## src/rtl/dds_wave_gen.sv

```systemverilog
`default_nettype none
// ============================================================================
//  Module      : dds_wave_gen
//  Description : Parametrised DDS waveform generator. A phase accumulator
//                advances by FTW on each enabled clock. The generator produces
//                registered saw, reverse saw, triangle, square and pulse
//                samples. Waveform and duty changes are applied at period
//                boundaries, so switching between them is glitch-free.
//  Revision    : 1.0  initial release
// ============================================================================
module dds_wave_gen #(
    parameter int PHASE_W = 32,
    parameter int OUT_W   = 8,
    parameter int DUTY_W  = 8
) (
    input  logic               CLK,
    input  logic               RESET,
    input  logic               EN,
    input  logic               SYNC,
    input  logic [PHASE_W-1:0] FTW,
    input  logic [2:0]         FORM,
    input  logic [DUTY_W-1:0]  DUTY,
    output logic [OUT_W-1:0]   WAVE,
    output logic               WRAP,
    output logic [2:0]         FORM_ACT
);

    localparam logic [2:0] FORM_SAW   = 3'b000;
    localparam logic [2:0] FORM_RSAW  = 3'b001;
    localparam logic [2:0] FORM_TRI   = 3'b010;
    localparam logic [2:0] FORM_SQ50  = 3'b011;
    localparam logic [2:0] FORM_PULSE = 3'b100;
    localparam logic [2:0] FORM_SQ25  = 3'b101;

    localparam logic [OUT_W-1:0]  C_MAX       = {OUT_W{1'b1}};
    localparam logic [OUT_W-1:0]  C_MID       = {1'b1, {(OUT_W-1){1'b0}}};
    localparam logic [DUTY_W-1:0] C_DUTY_RST  = {1'b1, {(DUTY_W-1){1'b0}}};

    logic [PHASE_W-1:0] acc_q,      acc_d;
    logic               carry_q,    carry_d;
    logic [2:0]         form_act_q, form_act_d;
    logic [DUTY_W-1:0]  duty_act_q, duty_act_d;
    logic [OUT_W-1:0]   wave_q,     wave_d;
    logic               wrap_q,     wrap_d;

    logic [PHASE_W:0]   w_sum;
    logic [OUT_W-1:0]   w_p;
    logic [DUTY_W-1:0]  w_d;
    logic [OUT_W-1:0]   w_tri;

    // Phase accumulator, carry and active form/duty selection (SYNC beats EN)
    always_comb begin
        w_sum      = {1'b0, acc_q} + {1'b0, FTW};
        acc_d      = acc_q;
        carry_d    = carry_q;
        form_act_d = form_act_q;
        duty_act_d = duty_act_q;
        if (SYNC) begin
            acc_d      = '0;
            carry_d    = 1'b0;
            form_act_d = FORM;
            duty_act_d = DUTY;
        end else if (EN) begin
            acc_d   = w_sum[PHASE_W-1:0];
            carry_d = w_sum[PHASE_W];
            // A new period begins, so the pending form and duty take over here
            if (w_sum[PHASE_W]) begin
                form_act_d = FORM;
                duty_act_d = DUTY;
            end
        end else begin
            carry_d    = 1'b0;
            form_act_d = FORM;
            duty_act_d = DUTY;
        end
    end

    // Sample stage: map the current phase to a waveform sample
    always_comb begin
        w_p    = acc_q[PHASE_W-1 -: OUT_W];
        w_d    = acc_q[PHASE_W-1 -: DUTY_W];
        w_tri  = {w_p[OUT_W-2:0], 1'b0};
        wrap_d = carry_q;
        case (form_act_q)
            FORM_SAW:   wave_d = w_p;
            FORM_RSAW:  wave_d = C_MAX - w_p;
            FORM_TRI:   wave_d = w_p[OUT_W-1] ? ~w_tri : w_tri;
            FORM_SQ50:  wave_d = w_p[OUT_W-1] ? '0 : C_MAX;
            FORM_PULSE: wave_d = (w_d < duty_act_q) ? C_MAX : '0;
            FORM_SQ25:  wave_d = (w_p[OUT_W-1:OUT_W-2] == 2'b00) ? C_MAX : '0;
            default:    wave_d = C_MID;
        endcase
    end

    // State registers with synchronous reset
    always_ff @(posedge CLK) begin
        if (RESET) begin
            acc_q      <= '0;
            carry_q    <= 1'b0;
            form_act_q <= 3'b000;
            duty_act_q <= C_DUTY_RST;
            wave_q     <= '0;
            wrap_q     <= 1'b0;
        end else begin
            acc_q      <= acc_d;
            carry_q    <= carry_d;
            form_act_q <= form_act_d;
            duty_act_q <= duty_act_d;
            wave_q     <= wave_d;
            wrap_q     <= wrap_d;
        end
    end

    assign WAVE     = wave_q;
    assign WRAP     = wrap_q;
    assign FORM_ACT = form_act_q;

endmodule
`default_nettype wire

```

## config.mk

```make
export PLATFORM = sky130hd
export DESIGN_NAME = dds_wave_gen
export DESIGN_NICKNAME = d
export VERILOG_FILES = /design/src/rtl/dds_wave_gen.sv
export SDC_FILE = /design/constraint.sdc
export NUM_CORES = 1
export LEC_CHECK = 0
export CAP_MARGIN = 20
export CORE_MARGIN = 2
export CORE_UTILIZATION = 57
export CTS_BUF_LIST = sky130_fd_sc_hd__clkbuf_8
export DETAILED_ROUTE_END_ITERATION = 12
export PLACE_DENSITY = 0.83
export SYNTH_ARGS = -nofsm -noshare
export SYNTH_HDL_FRONTEND = slang
export SYNTH_SLANG_ARGS = --single-unit
```

## constraint.sdc

```tcl
create_clock -name CLK -period 3.75 [get_ports CLK]
set_input_delay 0.375 -clock CLK [delete_from_list [all_inputs] [get_ports CLK]]
set_output_delay 0.375 -clock CLK [all_outputs]
set_load 0.05 [all_outputs]
```

==> results by group <==
Placement
  – GPL Wtd Cong: roughly 0.9
  – Post-DP HPWL: 7490 um
  – Port bufs: 58
  – Area after DPL: between 4000 and 5000 um^2

Layout
  – Layout fillers: 623
  – Layout cells sized above 1: 0.0376
  – Layout overhead on the synthesized area: 17.3%
  – Diodes inserted: 0
  – Final net count: 647
  – Final core utilization: 0.679
  – Finished Cell Area: approximately 4800 um^2

Synthesis
  – Mapped Avg Cell Area: between 8 and 9 um^2
  – Cell variety after synth: just under 60
  – EDFF count, synth: 0
  – Seq cells post-synth: between 50 and 60
  – Syn Nets: ~600
  – Post-synth ARST share: 0
  – Syn Inst Count: between 500 and 600
  – Netlist Area Pre-Place: just over 4000 um^2
  – YS warnings: 0
  – Main synth FF type: dfxtp_1
  – Register area share after synthesis: 0.257

Clock tree
  – CTS resizes: 0
  – Setup bufs post-CTS: 0
  – Clock Sinks: 53
  – CTS Buf Count: 5
  – CTS max path bufs: 2
  – H-tree depth: 2
  – Clock-pin slew on the worst setup and hold paths: approximately 90 ps
  – CTS Hold Buffers Added: 0
  – Root Buffer: clkbuf_8
  – CTS tree: done
  – Clock Latency Late Sink: 310 ps

Floorplan
  – Die height: slightly below 90 um
  – Die width: slightly below 90 um
  – Initial core utilization: 0.579
  – Die area: roughly 8000 um^2
  – Core ar.: around 7100 um^2
  – # rows: 31
  – IO Pins: 59

Timing
  – Tcrit/Tclk final: 0.827
  – Fmax: roughly 0.32 GHz
  – Min Tclk post-route: 3100 ps
  – Final setup vio count: 0
  – Slew @ Worst Pin: 588 ps
  – Fin. max-slew vios: 0
  – Setup Skew: around 11 ps
  – RSZ-0062 raised after global routing: no
  – Setup_tns: 0 ps
  – Slew headroom: 0.607
  – Fin. Hold Viols: 0

Outcome
  – Outcome: finished clean

Critical path
  – CP Capture Type: register
  – Worst-path maximum fanout: 8
  – CP Data Arrival Time: approximately 3300 ps
  – Worst EP required: roughly 4000 ps
  – Setup CP Type: primary input to register
  – CP Launch Type: primary input

Routing
  – Via-per-instance ratio: 6.07
  – Final WL: between 9000 and 10000 um
  – Drt drc: 0
  – Met2 wire length: approximately 4800 um
  – Met1 Wirelength: around 4400 um
  – DRT Pass-1 Iters: 5
  – Max layer used: met4
  – Wirelength per Cell: between 15 and 20 um
  – Vias: about 4.0k
  – Initial DRC count: between 200 and 300
  – WL met3: 507 um
  – DRT antenna net count: 0

GRT
  – Overall Global Routing Usage: 0.254
  – Total grt overflow: 0
  – Largest net degree at the start of global routing: 35
  – First-pass GRT wire length: approximately 16000 um
  – Vias in the first global route: between 3k and 4k
  – Initial antenna violation count: 0

Power and ir drop
  – Worst vdd ir: between 200 and 250 uV
  – PwrDens: between 300 and 400 nW/um^2
  – Lkg Pwr: 1.99 nW
  – Overall power: around 1.5 mW

Job
  – # Max-Cap Violations: 0

Hold path
  – Hold WC Path Type: register to register
==> flip-flops by register name (all words and copies together), names as in the netlist <==
signal / flops
WAVE: 8
duty_act_q: 8
carry_q: 1
WRAP: 1
FORM_ACT: 3
acc_q: 32
==> stage by stage <==
| stage | hold slack [ps] | instances | worst slack [ps] |
|---|---|---|---|
| floorplan | 414 | 516 | 929 |
| global placement | 438 | 651 | 375 |
| detailed placement | 448 | 651 | 347 |
| CTS | 462 | 658 | 661 |
| global route | 503 | 658 | 476 |
| finish | 458 | 658 | 648 |
==> cells in the mapped netlist (all sizes together) (2+ instances only) <==
library cell | n | share of area
dfxtp | 53 | 0.26
nand2 | 45 | 0.041
a21oi | 44 | 0.057
o21ai | 43 | 0.052
ha | 40 | 0.12
nor2 | 38 | 0.035
clkbuf | 23 | 0.021
mux2i | 23 | 0.056
nand2b | 23 | 0.035
inv | 20 | 0.018
xnor2 | 16 | 0.034
a21o | 15 | 0.027
a211oi | 10 | 0.022
a31oi | 10 | 0.015
nand4 | 10 | 0.015
o22ai | 9 | 0.015
xor2 | 9 | 0.019
nor3 | 8 | 0.0097
o21a | 8 | 0.015
or3 | 7 | 0.011
o21bai | 6 | 0.011
a32o | 5 | 0.012
nand3 | 4 | 0.0048
o211ai | 4 | 0.0073
a2111oi | 3 | 0.0064
a21boi | 3 | 0.0055
a221o | 3 | 0.0073
buf | 3 | 0.0036
o31ai | 3 | 0.0055
or2 | 3 | 0.0045
a211o | 2 | 0.0042
a22oi | 2 | 0.0036
nand3b | 2 | 0.0036
nor2b | 2 | 0.0030
==> critical path, stage by stage <==
cell and delay (ps):
clkdlybuf4s50_1 400, ha_1 240, fa_1 410, a21o_1 210, a211o_1 360, a211oi_4 320
a2bb2oi_4 280, a21boi_1 110, or3_1 350, a32o_1 250
==> cells in the final DEF (no fill, tap or decap), types with 7 or more instances in the layout <==
cell             count
clkdlybuf4s50_1     58
dfxtp_1             53
nand2_1             45
a21oi_1             42
o21ai_0             40
ha_1                40
nor2_1              38
nand2b_1            23
mux2i_1             23
inv_1               21
xnor2_1             16
a21o_1              15
nand4_1             10
a31oi_1             10
xor2_1               9
nor3_1               8
o21a_1               8
o22ai_1              8
a211oi_1             8
or3_1                7
==> where the power goes <==
group          internal, mW  leakage (nW)  switching (mW)
clock                 0.127        0.0454           0.195
combinational         0.234          1.51           0.298
sequential            0.605         0.435          0.0354
total                 0.966          1.99           0.528
==> path summary, 6_finish.rpt <==
check	depth (start not counted)	startpoint	slack [ps]	end
max reg2reg	9	acc_q[0]	810	acc_q[24]
min reg2reg	2	acc_q[22]	460	acc_q[22]
max	10	FTW[0]	650	acc_q[24]
min	2	acc_q[22]	460	acc_q[22]
==> area by class of cell <==
type / instances / area [um^2] / share of cell area
clock buffers: 5 / 68.8 / 0.0142
clock inverters: 2 / 12.5 / 0.00258
repair buffers: 62 / 611 / 0.126
multi-input cells: 417 / 2890 / 0.597
inverters: 20 / 75.1 / 0.0155
well taps: 99 / 124 / 0.0256
flip-flops and latches: 53 / 1060 / 0.219
==> per-layer routing <==
layer	GRT usage	vias up
met3	0.0323	18
met4	0.102	0
met5	0	-
li1	-	1974
met2	0.436	125
met1	0.322	1879
==> cells by family after synthesis <==
logic type,share of synthesized area
fa+ha+maj,0.126
mux,0.0585
flops,0.257
buf+inv,0.0427
simple gates,0.172
xor+xnor,0.0530
compound gates,0.291
No activity file was read; power rests on OpenSTA's default activity.
